File: src/rtl/instruction_fetch.sv
// Instruction fetch stage: holds the pc, issues one memory request at a time,
// and uses a one-entry skid buffer so a word that arrives during a decode stall is not lost.
module instruction_fetch #(
    parameter logic [31:0] RESET_PC = 32'h0000_0000
) (
    input  logic        clk,
    input  logic        rst,
    input  logic        stall,
    input  logic        redirect,
    input  logic [31:0] redirect_pc,
    output logic        imem_req,
    output logic [31:0] imem_addr,
    input  logic        imem_ready,
    input  logic [31:0] imem_rdata,
    output logic [31:0] if_id_inst,
    output logic [31:0] if_id_pc,
    output logic [31:0] if_id_pc4,
    output logic        if_id_valid
);

    localparam logic [31:0] NOP = 32'h0000_0013;

    typedef enum logic {
        FETCH    = 1'b0,
        BUFFERED = 1'b1
    } state_t;

    state_t      state;
    logic [31:0] pc;
    logic [31:0] skid;
    logic        load;
    logic [31:0] pc_plus4;
    logic [31:0] pc_minus4;

    // An empty IF/ID register can always take an instruction, even under stall.
    assign load      = !stall || !if_id_valid;
    assign pc_plus4  = pc + 32'd4;
    assign pc_minus4 = pc - 32'd4;

    // Gating with rst keeps the request low the instant reset rises, not just after the next edge.
    assign imem_req  = (state == FETCH) && !rst;
    assign imem_addr = pc;

    always_ff @(posedge clk or posedge rst) begin
        if (rst) begin
            state       <= FETCH;
            pc          <= RESET_PC;
            skid        <= 32'h0000_0000;
            if_id_inst  <= NOP;
            if_id_pc    <= 32'h0000_0000;
            if_id_pc4   <= 32'h0000_0000;
            if_id_valid <= 1'b0;
        end else if (redirect) begin
            state       <= FETCH;
            pc          <= {redirect_pc[31:2], 2'b00};
            skid        <= 32'h0000_0000;
            if_id_inst  <= NOP;
            if_id_pc    <= 32'h0000_0000;
            if_id_pc4   <= 32'h0000_0000;
            if_id_valid <= 1'b0;
        end else begin
            case (state)
                FETCH: begin
                    if (imem_ready) begin
                        pc <= pc_plus4;
                        if (load) begin
                            if_id_inst  <= imem_rdata;
                            if_id_pc    <= pc;
                            if_id_pc4   <= pc_plus4;
                            if_id_valid <= 1'b1;
                        end else begin
                            skid  <= imem_rdata;
                            state <= BUFFERED;
                        end
                    end else if (load) begin
                        if_id_valid <= 1'b0;
                    end
                end
                // pc already points past the buffered word, so its address is pc-4.
                BUFFERED: begin
                    if (!stall) begin
                        if_id_inst  <= skid;
                        if_id_pc    <= pc_minus4;
                        if_id_pc4   <= pc;
                        if_id_valid <= 1'b1;
                        state       <= FETCH;
                    end
                end
                default: begin
                    state <= FETCH;
                end
            endcase
        end
    end

endmodule

File: config.mk
export PLATFORM = sky130hd
export DESIGN_NAME = instruction_fetch
export DESIGN_NICKNAME = d
export VERILOG_FILES = /design/src/rtl/instruction_fetch.sv
export SDC_FILE = /design/constraint.sdc
export NUM_CORES = 1
export LEC_CHECK = 0
export ABC_AREA = 0
export CAP_MARGIN = 20
export CORE_MARGIN = 1.5
export CORE_UTILIZATION = 50
export DETAILED_ROUTE_END_ITERATION = 8
export PLACE_DENSITY_LB_ADDON = 0.05
export SYNTH_ARGS = -nofsm -noshare
export SYNTH_HDL_FRONTEND = slang
export SYNTH_SLANG_ARGS = --single-unit
File: constraint.sdc
create_clock -name clk -period 7 [get_ports clk]
set_input_delay 1.05 -clock clk [delete_from_list [all_inputs] [get_ports clk]]
set_output_delay 1.05 -clock clk [all_outputs]
set_load 0.05 [all_outputs]
Yosys cells after proc, flatten, opt, wreduce, memory -nomap -nowiden
Cells that the tools add are included.
{"block": "totals", "elab_cells": 58, "reg_bits": 162, "output_inout_bits": 130, "input_bits": 69}
{"block": "classes", "bitwise_logic": 1, "eq_ne": 5, "addsub": 2, "n_mux": 33, "reduce_logical": 10}
{"op": "32-bit 2-to-1 mux", "count": 19}
{"op": "32-bit one-hot mux with 2 select lines", "count": 3}
{"op": "32-bit by 3-bit adder with 32-bit output, second input constant", "count": 1}
{"op": "32-bit by 3-bit subtractor with 32-bit output, second input constant", "count": 1}
{"op": "1-bit 2-to-1 mux", "count": 9}
{"op": "3-bit != test, second input constant", "count": 3}
{"op": "3-bit AND reduction", "count": 2}
{"op": "2-bit != test, second input constant", "count": 2}
{"op": "1-bit one-hot mux with 2 select lines", "count": 2}
{"op": "2-bit AND reduction", "count": 2}
{"op": "1-bit zero test", "count": 3}
{"op": "2-bit nonzero test", "count": 1}
{"op": "1-bit logical AND", "count": 1}
{"op": "1-bit logical OR", "count": 1}
{"op": "1-bit NOT", "count": 1}

Logic depth before layout (Yosys ltp)
{"block": "depth", "depth_word": 6, "ltp_mapped": 7, "depth_no_buf": 7}

Worst setup path after synthesis
OpenSTA, ideal clock, no wires.
{"block": "synth_timing", "path_kind": "register to output", "from": "reg state", "to": "out imem_req", "path_buffers": 3, "t_required_ns": 5.950, "path_slack_ns": 4.249, "arrival_ns": 1.701, "stages_incl_launch_ff": 5, "cell_sequence": "dfrtp_1 > buf_2 > buf_2 > buf_1 > nor2_1"}
{"block": "synth_via", "elab_chain_cells": 2}
{"element": "start, declared", "line": "28", "text": "state_t state;"}
{"element": "start signal, assigned", "line": "46", "text": "state <= FETCH;"}
{"element": "start signal, assigned", "line": "54", "text": "state <= FETCH;"}
{"element": "start signal, assigned", "line": "73", "text": "state <= BUFFERED;"}
{"element": "1-bit NOT"}
{"element": "1-bit logical AND", "line": "41", "text": "assign imem_req = (state == FETCH) && !rst;"}
{"element": "end, declared", "line": "11", "text": "output logic imem_req,"}
No other way between the ends.

Worst setup path in the final report
{"block": "layout_timing", "from": "in rst", "to": "out imem_req"}
{"block": "layout_via", "elab_chain_cells": 2}
{"element": "start, declared", "line": "7", "text": "input logic rst,"}
{"element": "1-bit zero test (no source line)"}
{"element": "1-bit logical AND", "line": "41"}
No other way between the ends.

==> summary.txt <==
Yosys
  • Avg Synthesized Cell Area: 9.282 µm²
  • Share of the synthesized area in the top cell type: 0.4850
  • Synth Register Bits: 157
  • Seq/Total Area, Yosys: 0.4950
  • Count of cell types in the netlist: 51
  • Post-synth EDFFs: 0
  • Most used DFF post-synth: dfrtp_1
  • Area leader, netlist: dfrtp_1
  • FFs w/ async S/R, synth: 1.000
  • Post-synthesis cell area: 7945 µm²
  • Post-Syn Instances: 856
  • Top cells by area, synth: dfrtp_1 49%, nand2_1 9.7%, o21ai_0 5.9%
  • Number of warning messages in the yosys log: 0

GRT
  • GRT Total Usage: 0.2520
  • Vias in the first global route: 6,195
  • First-pass GRT wire length: 32,540 µm
  • Largest net degree at the start of global routing: 111
  • Aggregate global routing overflow: 0
  • Initial antenna violation count: 0

Setup path
  • Critical R2R Launch: state
  • Worst path top cell family by delay: buffers and inverters
  • CP max FO: 2
  • Crit path top cell by count: clkdlybuf4s50_1
  • Worst setup EP type: output pin
  • Startpoint class of the critical path: input pin
  • Critical-path top delay cell: clkdlybuf4s50_1
  • Worst EP arrival: 2460 ps
  • CP max stage delay: 810 ps
  • Critical path data required time: 5950 ps
  • Crit-path cells: clkdlybuf4s50_1, nor2_1, clkdlybuf4s50_1
  • Worst setup path startpoint: rst
  • Crit path kind: in2out
  • Critical path buffers and inverters: 2

Clock network
  • Post_cts resized: 0
  • CTS Buf Count: 17
  • Clock-pin slew on the worst setup and hold paths: 60 ps
  • Clock Path Buffers: 2
  • H-tree levels: 4
  • Skew-Pair Late Insertion Delay: 420 ps
  • CTS Hold Bufs: 0
  • Clk sinks: 157
  • Total setup buffers inserted after CTS: 0
  • Clock Root Buffer: clkbuf_16
  • CTS tree: done

Pwr
  • Total Power: 2.564 mW
  • LEAKAGE: 4.084 nW
  • Peak VDD IR: 0.0001674 V
  • PD cells: 244.4 nW/µm²

Cells and area
  • Final net count: 1,071
  • Reg area: 3934 µm²
  • Multi-input gate area: 3617 µm²
  • Filler Cell Count: 1,259
  • Share of cells above drive strength 1: 0.06417
  • Post-route cell area: 10,490 µm²
  • Antenna Cells: 0
  • Synth-to-Final Area Change: 32.03%

Timing
  • Max frequency: 284.6 MHz
  • Fin crit share: 0.5019
  • Hold Fails Final Rpt: 0
  • Worst-margin pin slew: 976.4 ps
  • Setup tns final: 0 ps
  • Slew headroom: 0.3436
  • Clk_skew: 4.610 ps
  • Count of final setup violators: 0
  • RSZ-0062 raised after global routing: no
  • Final Critical Period: 3514 ps
  • Final Slew Violations: 0

Die
  • Row count: 45
  • # IOs: 199
  • Core ar.: 15,370 µm²
  • Die Width: 129.1 µm
  • Die H: 129.1 µm
  • Effective utilization at floorplan: 0.5169
  • Die area: 16,660 µm²

Routing
  • Vias: 6,434
  • DR pass1 iterations: 5
  • WL/cell: 16.38 µm
  • Remaining DRCs: 0
  • Vias per inst: 5.257
  • Total wire length: 20,050 µm
  • Routed Antenna Nets: 0
  • DR iter-0 viols: 298

Run status
  • Status: finished, final reports clean

Min path
  • Hold Path Class: reg2reg
  • HP Start: if_id_pc[5]

Placement
  • Gpl congestion: 0.7563
  • Placed Area: 9827 µm²
  • Hpwl dp: 13,030 µm
  • Port bufs: 194

Job
  • Max cap viols: 0
## sequential cells by signal, indices dropped and copies added (netlist names)
signal       count
if_id_inst      32
skid            32
if_id_pc        31
if_id_pc4       30
imem_addr       30
if_id_valid      1
state            1
## path summary, 6_finish.rpt
check | endpoint | slack [ps] | cells after the start
max in group asynchronous | imem_addr[24] | 4380 | 3
min | if_id_pc[5] | 470 | 2
max reg2reg | if_id_pc4[26] | 3790 | 7
min reg2reg | if_id_pc[5] | 470 | 2
max | imem_req | 3490 | 3
min in group asynchronous | if_id_inst[17] | 1160 | 2
## cell families after synthesis
kind of cell             Yosys count  synth area share
other                              1         0.0004720
flip-flops                       157            0.4950
multiplexers                      33           0.04205
buffers and inverters             85           0.05181
AND/OR/NAND/NOR                  331            0.2054
XOR/XNOR                          85           0.09370
adder cells (fa/ha/maj)            2          0.003149
AO/OA/AOI/OAI                    162            0.1085
## synth_stat cells, drive strengths merged, types with 2 or more instances
| library cell | number |
|---|---|
| clkbuf | 40 |
| nand3b | 2 |
| nand2 | 205 |
| xor2 | 39 |
| a21oi | 36 |
| nor2 | 30 |
| nor4 | 21 |
| o22a | 3 |
| or3 | 3 |
| or2 | 3 |
| inv | 6 |
| dfrtp | 154 |
| nor3 | 11 |
| nand4b | 3 |
| dfstp | 3 |
| o21ai | 108 |
| mux2 | 3 |
| mux2i | 30 |
| nor2b | 3 |
| xnor2 | 46 |
| o31ai | 12 |
| and3 | 2 |
| nand4 | 14 |
| nand2b | 2 |
| nand3 | 22 |
| buf | 39 |
| ha | 2 |
## area by class of cell
| type | count | area share |
|---|---|---|
| clock buffers | 27 | 0.04890 |
| clock inverters | 5 | 0.009780 |
| inverters | 6 | 0.002624 |
| multi-input cells | 615 | 0.3448 |
| flip-flops and latches | 157 | 0.3750 |
| well taps | 211 | 0.02517 |
| repair buffers | 203 | 0.1937 |
## report_power, final
part	internal (mW)	total, mW	switching, mW	leakage (nW)
clock	0.609	0.960	0.351	0.298
combinational	0.195	0.554	0.358	1.72
sequential	0.969	1.05	0.0810	2.07
total	1.77	2.56	0.790	4.08
## per-layer routing
layer / GRT usage / routed length, µm
met2: 0.4064 / 9494
met1: 0.3294 / 9011
met4: 0.08063 / 350
met5: 0 / 0
met3: 0.07391 / 1198
## layout by cell type (no fill, tap or decap), types with 4 or more instances in the layout
master	n
nand3_1	22
inv_1	5
buf_4	7
mux2i_1	30
nor4_4	6
clkbuf_8	5
o21ai_0	93
nand2_1	205
o21ai_1	15
nor2_1	30
nor3_2	4
clkdlybuf4s50_1	193
a21oi_1	36
xnor2_1	46
clkbuf_16	17
o31ai_1	12
nor3_1	7
dfrtp_1	153
nand4_1	11
xor2_1	39
clkbuf_1	5
nor4_1	13
## worst reg2reg max path: stages (launching register included)
cell and delay (ps):
dfrtp_2 340, buf_4 600, o21ai_0 180, o21ai_0 240, nor2b_4 720, buf_4 760, nand2_1 150, o21ai_0 120
## stage by stage
step                std cells  hold slack, ps  utilization  setup WS [ps]
floorplan                 857           497.1            -           1720
global placement         1189           460.1       0.6393           3056
detailed placement       1189           467.2       0.6393           3090
CTS                      1221           480.9       0.6794           3478
global route             1224           495.8       0.6825           3282
finish                   1224           473.9       0.6825           3486
Power figures use the tool's default switching activity.
